**src/rtl/trigger_scheduler_pkg.sv**
```systemverilog
// Shared definitions for the trigger scheduler: FSM states, source bit positions, default widths.
package trigger_scheduler_pkg;

    // Scheduler states (2-bit encoding)
    typedef enum logic [1:0] {
        TsIdle = 2'd0,
        TsPost = 2'd1,
        TsReq  = 2'd2,
        TsDead = 2'd3
    } ts_state_e;

    // Trigger source bit positions within TRIG_IN / TRIG_MASK / TRIG_ID
    localparam int unsigned SrcSb40  = 0;
    localparam int unsigned SrcSb120 = 1;
    localparam int unsigned SrcTot   = 2;
    localparam int unsigned SrcTotd  = 3;
    localparam int unsigned SrcMops  = 4;
    localparam int unsigned SrcExt   = 5;
    localparam int unsigned SrcSoft  = 6;
    localparam int unsigned SrcRand  = 7;

    // Default sizes
    localparam int unsigned DefNsrc      = 8;
    localparam int unsigned DefPostWidth = 12;
    localparam int unsigned DefDeadWidth = 16;
    localparam int unsigned DefCntWidth  = 16;

endpackage

```
**src/rtl/trig_event_counter.sv**
```systemverilog
// Event counter with synchronous clear; wraps or saturates at all-ones depending on SATURATE.
module trig_event_counter #(
    parameter int unsigned WIDTH    = 16,
    parameter bit          SATURATE = 1'b0
) (
    input  logic             clk_i,
    input  logic             rst_ni,
    input  logic             clr_i,
    input  logic             inc_i,
    output logic [WIDTH-1:0] count_o
);

    logic [WIDTH-1:0] count_q;
    logic [WIDTH-1:0] count_d;

    // Next count: clear wins over increment; saturating variant holds at all-ones
    always_comb begin
        count_d = count_q;
        if (clr_i) begin
            count_d = '0;
        end else if (inc_i) begin
            if (SATURATE && (&count_q)) begin
                count_d = count_q;
            end else begin
                count_d = count_q + 1'b1;
            end
        end
    end

    // Count register
    always_ff @(posedge clk_i or negedge rst_ni) begin
        if (!rst_ni) begin
            count_q <= '0;
        end else begin
            count_q <= count_d;
        end
    end

    assign count_o = count_q;

endmodule

```
**src/rtl/trigger_scheduler.sv**
```systemverilog
// Merges masked trigger-source pulses into one event trigger: post-trigger delay, buffer
// handshake, dead time, with source recording and accepted/missed counting.
module trigger_scheduler
    import trigger_scheduler_pkg::*;
#(
    parameter int unsigned NSRC       = DefNsrc,
    parameter int unsigned POST_WIDTH = DefPostWidth,
    parameter int unsigned DEAD_WIDTH = DefDeadWidth,
    parameter int unsigned CNT_WIDTH  = DefCntWidth
) (
    input  logic                  CLK120,
    input  logic                  RESETN,
    input  logic [NSRC-1:0]       TRIG_IN,
    input  logic [NSRC-1:0]       TRIG_MASK,
    input  logic [POST_WIDTH-1:0] POST_TRIG_DELAY,
    input  logic [DEAD_WIDTH-1:0] DEAD_TIME,
    input  logic                  BUF_FULL,
    input  logic                  BUF_ACK,
    input  logic                  CNT_CLR,
    output logic                  TRIG_OUT,
    output logic [NSRC-1:0]       TRIG_ID,
    output logic                  BUSY,
    output logic [CNT_WIDTH-1:0]  TRIG_CNT,
    output logic [CNT_WIDTH-1:0]  MISSED_CNT
);

    ts_state_e             state_q;
    logic                  trig_out_q;
    logic                  busy_q;
    logic [NSRC-1:0]       trig_id_q;
    logic [POST_WIDTH-1:0] post_cnt_q;
    logic [DEAD_WIDTH-1:0] dead_cnt_q;

    logic [NSRC-1:0] masked;
    logic            hit;
    logic            acc_inc;
    logic            miss_inc;

    // Masked sources and event strobes for the counters
    always_comb begin
        masked   = TRIG_IN & TRIG_MASK;
        hit      = |masked;
        acc_inc  = (state_q == TsReq) && BUF_ACK;
        // One miss per cycle regardless of how many sources fire; POST merges instead
        miss_inc = hit && (((state_q == TsIdle) && BUF_FULL) ||
                           (state_q == TsReq) || (state_q == TsDead));
    end

    // Scheduler FSM with registered outputs
    always_ff @(posedge CLK120 or negedge RESETN) begin
        if (!RESETN) begin
            state_q    <= TsIdle;
            trig_out_q <= 1'b0;
            busy_q     <= 1'b0;
            trig_id_q  <= '0;
            post_cnt_q <= '0;
            dead_cnt_q <= '0;
        end else begin
            unique case (state_q)
                TsIdle: begin
                    if (hit && !BUF_FULL) begin
                        state_q    <= TsPost;
                        busy_q     <= 1'b1;
                        trig_id_q  <= masked;
                        post_cnt_q <= POST_TRIG_DELAY;
                    end
                end
                TsPost: begin
                    trig_id_q <= trig_id_q | masked;
                    if (post_cnt_q == '0) begin
                        state_q    <= TsReq;
                        trig_out_q <= 1'b1;
                    end else begin
                        post_cnt_q <= post_cnt_q - 1'b1;
                    end
                end
                TsReq: begin
                    // Held indefinitely until the buffer controller acknowledges
                    if (BUF_ACK) begin
                        state_q    <= TsDead;
                        trig_out_q <= 1'b0;
                        dead_cnt_q <= DEAD_TIME;
                    end
                end
                TsDead: begin
                    if (dead_cnt_q == '0) begin
                        state_q <= TsIdle;
                        busy_q  <= 1'b0;
                    end else begin
                        dead_cnt_q <= dead_cnt_q - 1'b1;
                    end
                end
                default: begin
                    state_q    <= TsIdle;
                    trig_out_q <= 1'b0;
                    busy_q     <= 1'b0;
                end
            endcase
        end
    end

    trig_event_counter #(
        .WIDTH    (CNT_WIDTH),
        .SATURATE (1'b0)
    ) u_trig_cnt (
        .clk_i   (CLK120),
        .rst_ni  (RESETN),
        .clr_i   (CNT_CLR),
        .inc_i   (acc_inc),
        .count_o (TRIG_CNT)
    );

    trig_event_counter #(
        .WIDTH    (CNT_WIDTH),
        .SATURATE (1'b1)
    ) u_missed_cnt (
        .clk_i   (CLK120),
        .rst_ni  (RESETN),
        .clr_i   (CNT_CLR),
        .inc_i   (miss_inc),
        .count_o (MISSED_CNT)
    );

    assign TRIG_OUT = trig_out_q;
    assign BUSY     = busy_q;
    assign TRIG_ID  = trig_id_q;

endmodule
```
**config.mk**
```make
export PLATFORM = sky130hd
export DESIGN_NAME = trigger_scheduler
export DESIGN_NICKNAME = d
export VERILOG_FILES = /design/src/rtl/trigger_scheduler_pkg.sv /design/src/rtl/trig_event_counter.sv /design/src/rtl/trigger_scheduler.sv
export SDC_FILE = /design/constraint.sdc
export NUM_CORES = 1
export LEC_CHECK = 0
export CAP_MARGIN = 20
export CORE_MARGIN = 3
export CORE_UTILIZATION = 50
export CTS_BUF_LIST = sky130_fd_sc_hd__clkbuf_8 sky130_fd_sc_hd__clkbuf_16
export CTS_CLUSTER_DIAMETER = 150
export CTS_CLUSTER_SIZE = 8
export DETAILED_ROUTE_END_ITERATION = 7
export PLACE_DENSITY = 0.83
export SKIP_CTS_REPAIR_TIMING = 1
export SYNTH_ARGS = -nofsm -noshare
export SYNTH_HDL_FRONTEND = slang
export SYNTH_HIERARCHICAL = 1
export SYNTH_SLANG_ARGS = --single-unit
```
**constraint.sdc**
```tcl
create_clock -name CLK120 -period 3.8 [get_ports CLK120]
set_clock_uncertainty 0.05 [all_clocks]
set_input_delay 0.57 -clock CLK120 [delete_from_list [all_inputs] [get_ports CLK120]]
set_output_delay 0.57 -clock CLK120 [all_outputs]
set_load 0.02 [all_outputs]
```
==> impl_summary.log <==
INFO  metric outcome = finished, final reports clean
INFO  metric critical_path_class = reg2reg
INFO  metric cp-start-kind = register
INFO  metric yosys_warnings = 6
INFO  metric clk-insertion-delay-late = 0.35 ns
INFO  metric post-synth-top-area-fraction = 40.90%
INFO  metric critical_path_peak_fanout = 10
INFO  metric detail-route-antenna-nets = 0
INFO  metric report.final.setup_viol = 0
INFO  metric fmax = 325.3 MHz
INFO  metric cts.clk_slew.worst_paths = 0.09 ns
INFO  metric finish.cell_count_without_fillers = 679
INFO  metric hold_ws = 0.3819 ns
INFO  metric chipWidth = about 100 um
INFO  metric htree_levels = 3
INFO  metric power_density = 596.3 nW/um^2
INFO  metric clock_sinks = 72
INFO  metric synth-seq-area-share = 40.90%
INFO  metric leakage = 0.002087 uW
INFO  metric design.core.area = 8382 um^2
INFO  metric use_met1 = 32.47%
INFO  metric ir_drop = 0.2842 mV
INFO  metric grt_max_degree = 73
INFO  metric syn_nets = approximately 550
INFO  metric design.die.area = 9973 um^2
INFO  metric cts_root_buffer = sky130_fd_sc_hd__clkbuf_8
INFO  metric grt_pass1_vias = roughly 4100
INFO  metric synth.ff_latch_count = 72
INFO  metric cellInternalPower = roughly 1900 uW
INFO  metric maxCapViolations = 0
INFO  metric mappedNetlistArea = 4405 um^2
INFO  metric globalplace.congestion = about 0.9
INFO  metric initial_utilization = 52.56%
INFO  metric tightestPinTransition = 1.139 ns
INFO  metric p_comb_share = 44.0%
INFO  metric wirelength = 11760 um
INFO  metric switching_share = ~43%
INFO  metric end_kind = register
INFO  metric antenna_found_initial = 0
INFO  metric dp_hpwl = 8266 um
INFO  metric ctsLongestPathBuffers = 2
INFO  metric yosys.area.top_type = sky130_fd_sc_hd__dfrtp_1
INFO  metric remaining_drc_errors = 0
INFO  metric numPlacedInstances = 663
INFO  metric part_of_the_total_power_dissipated_in_sequential_elements = 38.2%
INFO  metric final_min_period_over_clock_period = 80.89%
INFO  metric synthCells = 489
INFO  metric tritoncts_clock_tree = built
INFO  metric slew_headroom = 24.10%
INFO  metric gr_met3_demand_resource = 4.100%
INFO  metric timing.final.crit_period = 3.074 ns
INFO  metric post_synth_num_cell_types = 73
INFO  metric busiest_layer = met2
INFO  metric antenna-diode-count = 0
INFO  metric global_route.usage.met2 = 39.05%
INFO  metric vias_per_cell = 6.168
INFO  metric critPathRequiredTime = between 4 and 5 ns
INFO  metric unrepaired_setup_endpoints_after_global_routing = false
INFO  metric area.growth.synth_to_final = 25.62%
INFO  metric placement.io_buffers = 90
INFO  metric placedInstanceArea = ~5300 um^2
INFO  metric post_route_cells_drive_above_1_share = approximately 9%
INFO  metric wl_per_cell = 17.31 um
INFO  metric synth_flop_cell = sky130_fd_sc_hd__dfrtp_1
INFO  metric hold_violations = 0
INFO  metric arrival = 3.30 ns
INFO  metric grt_util_all_layers = 24.05%
INFO  metric design_area = 5534 um^2
INFO  metric syn_avg_cell_area = 9.009 um^2
INFO  metric ys_top_cells_by_area = sky130_fd_sc_hd__dfrtp_1, sky130_fd_sc_hd__a21oi_1, sky130_fd_sc_hd__nor2_1
INFO  metric first_drt_iteration_drcs = 278
INFO  metric route.vias.total = between 4000 and 5000
INFO  metric final_net_count = roughly 630
INFO  metric synth_async_sr_flop_share = 100.0%
INFO  metric detailedRoute.firstPassIterationCount = 8
INFO  metric power.switching = 1414 uW
INFO  metric floorplan.die.height = between 90 and 100 um
INFO  metric grt_ovf = 0
INFO  metric number_of_flops_mapped_to_enable_cells_by_yosys = 0
INFO  metric grt_pass1_wl = 19690 um
INFO  metric synthMostInstantiatedCell = sky130_fd_sc_hd__dfrtp_1
INFO  metric synth_top_cells_by_count = sky130_fd_sc_hd__dfrtp_1, sky130_fd_sc_hd__nor2_1, sky130_fd_sc_hd__nand2_1
INFO  metric tns = 0 ns
INFO  metric num_cts_buffers = 9
INFO  metric io_pins = a little over 90
INFO  metric min_path_type = in2async
INFO  metric final_max_slew_viol_count = 0
INFO  metric pwr-share-clk = between 15 and 20%
INFO  metric fp-row-count = 33
==> area by class of cell <==
cell class	count	area, um^2
clock inverters	5	38.79
well taps	105	131.4
multi-input cells	373	2410
clock buffers	11	151.4
flip-flops and latches	72	1802
fillers	704	2848
repair buffers	95	933.4
inverters	18	67.56
==> cells in the final DEF (no fill, tap or decap), types with 3 or more instances in the layout <==
master,count
sky130_fd_sc_hd__o31ai_1,5
sky130_fd_sc_hd__xor2_1,4
sky130_fd_sc_hd__o22ai_1,17
sky130_fd_sc_hd__nor4_1,6
sky130_fd_sc_hd__or2_2,4
sky130_fd_sc_hd__nor3_1,18
sky130_fd_sc_hd__nor2_1,50
sky130_fd_sc_hd__a211oi_1,4
sky130_fd_sc_hd__nor4_2,4
sky130_fd_sc_hd__or4_1,4
sky130_fd_sc_hd__and4_1,3
sky130_fd_sc_hd__o21ai_0,20
sky130_fd_sc_hd__clkbuf_8,11
sky130_fd_sc_hd__nand2b_1,3
sky130_fd_sc_hd__o21bai_1,3
sky130_fd_sc_hd__or3_1,7
sky130_fd_sc_hd__o21a_1,3
sky130_fd_sc_hd__buf_4,5
sky130_fd_sc_hd__xnor2_1,7
sky130_fd_sc_hd__dfrtp_1,72
sky130_fd_sc_hd__a32o_1,8
sky130_fd_sc_hd__clkdlybuf4s50_1,89
sky130_fd_sc_hd__ha_1,10
sky130_fd_sc_hd__nand2_1,45
sky130_fd_sc_hd__mux2i_1,13
sky130_fd_sc_hd__nand3_1,14
sky130_fd_sc_hd__nand4_1,14
sky130_fd_sc_hd__a21oi_1,43
sky130_fd_sc_hd__inv_1,16
sky130_fd_sc_hd__a22oi_1,7
sky130_fd_sc_hd__and3_1,4
==> registers in the layout, indices dropped and copies added, names as in the netlist <==
name                  cells
u_missed_cnt/count_o     16
u_trig_cnt/count_o       16
state_q                   2
post_cnt_q               12
BUSY                      1
dead_cnt_q               16
TRIG_OUT                  1
TRIG_ID                   8
==> stage by stage <==
stage	setup WS [ns]	utilization (%)	power, uW
CTS	0.7594	66.02	3304
floorplan	1.165	-	2235
detailed placement	0.8271	63.76	2707
global route	0.5067	66.02	3548
finish	0.7260	66.02	3300
global placement	0.9154	63.76	2636
==> cell families after synthesis <==
| family | count (synthesis) | synth area share [%] |
|---|---|---|
| simple gates | 198 | 24.68 |
| compound gates | 137 | 20.93 |
| flops | 72 | 40.90 |
| buf+inv | 44 | 4.402 |
| mux | 17 | 4.061 |
| xor+xnor | 11 | 2.187 |
| fa+ha+maj | 10 | 2.840 |
==> worst max-delay path, cell delays in order, from the launching register on <==
cell and delay, ns:
sky130_fd_sc_hd__dfrtp_1 0.40, sky130_fd_sc_hd__ha_1 0.22, sky130_fd_sc_hd__clkinv_1 0.32, sky130_fd_sc_hd__nand2_1 0.39, sky130_fd_sc_hd__a21oi_1 0.08, sky130_fd_sc_hd__nor2_1 0.37
sky130_fd_sc_hd__nand3_1 0.15, sky130_fd_sc_hd__or3_1 0.44, sky130_fd_sc_hd__or4_1 0.43, sky130_fd_sc_hd__a21oi_1 0.15
==> per-layer routing <==
| metal | vias to the layer above | part of all wire (%) | wire [um] |
|---|---|---|---|
| li1 | 1984 | - | - |
| met1 | 2008 | 44 | 5145 |
| met2 | 174 | 48 | 5681 |
| met3 | 22 | 6.3 | 746 |
| met4 | 0 | 1.5 | 182 |
| met5 | - | 0 | 0 |
==> power by group through the flow <==
stage	clock network (uW)	registers, uW	logic (uW)
6_report	588	1260	1450
4_1_cts	602	1250	1450
2_1_floorplan	0	1240	994
3_5_place_dp	0	1260	1440
3_3_place_gp	0	1250	1380
5_1_grt	631	1300	1620
==> path summary, 6_finish.rpt <==
path,startpoint,end,slack [ns],cells past startpoint
max in group asynchronous,RESETN,dead_cnt_q[13]$_DFFE_PN0P_,2.70,2
min reg2reg,TRIG_ID[2]$_DFFE_PN0P_,TRIG_ID[2]$_DFFE_PN0P_,0.46,1
max reg2reg,state_q[0]$_DFFE_PN0P_,u_missed_cnt/count_o[14]$_DFFE_PN0P_,0.73,9
min in group CLK120,TRIG_ID[2]$_DFFE_PN0P_,TRIG_ID[2]$_DFFE_PN0P_,0.46,1
min,RESETN,u_trig_cnt/count_o[9]$_DFFE_PN0P_,0.38,2
max,state_q[0]$_DFFE_PN0P_,u_missed_cnt/count_o[14]$_DFFE_PN0P_,0.73,9
Power figures use the tool's default switching activity.
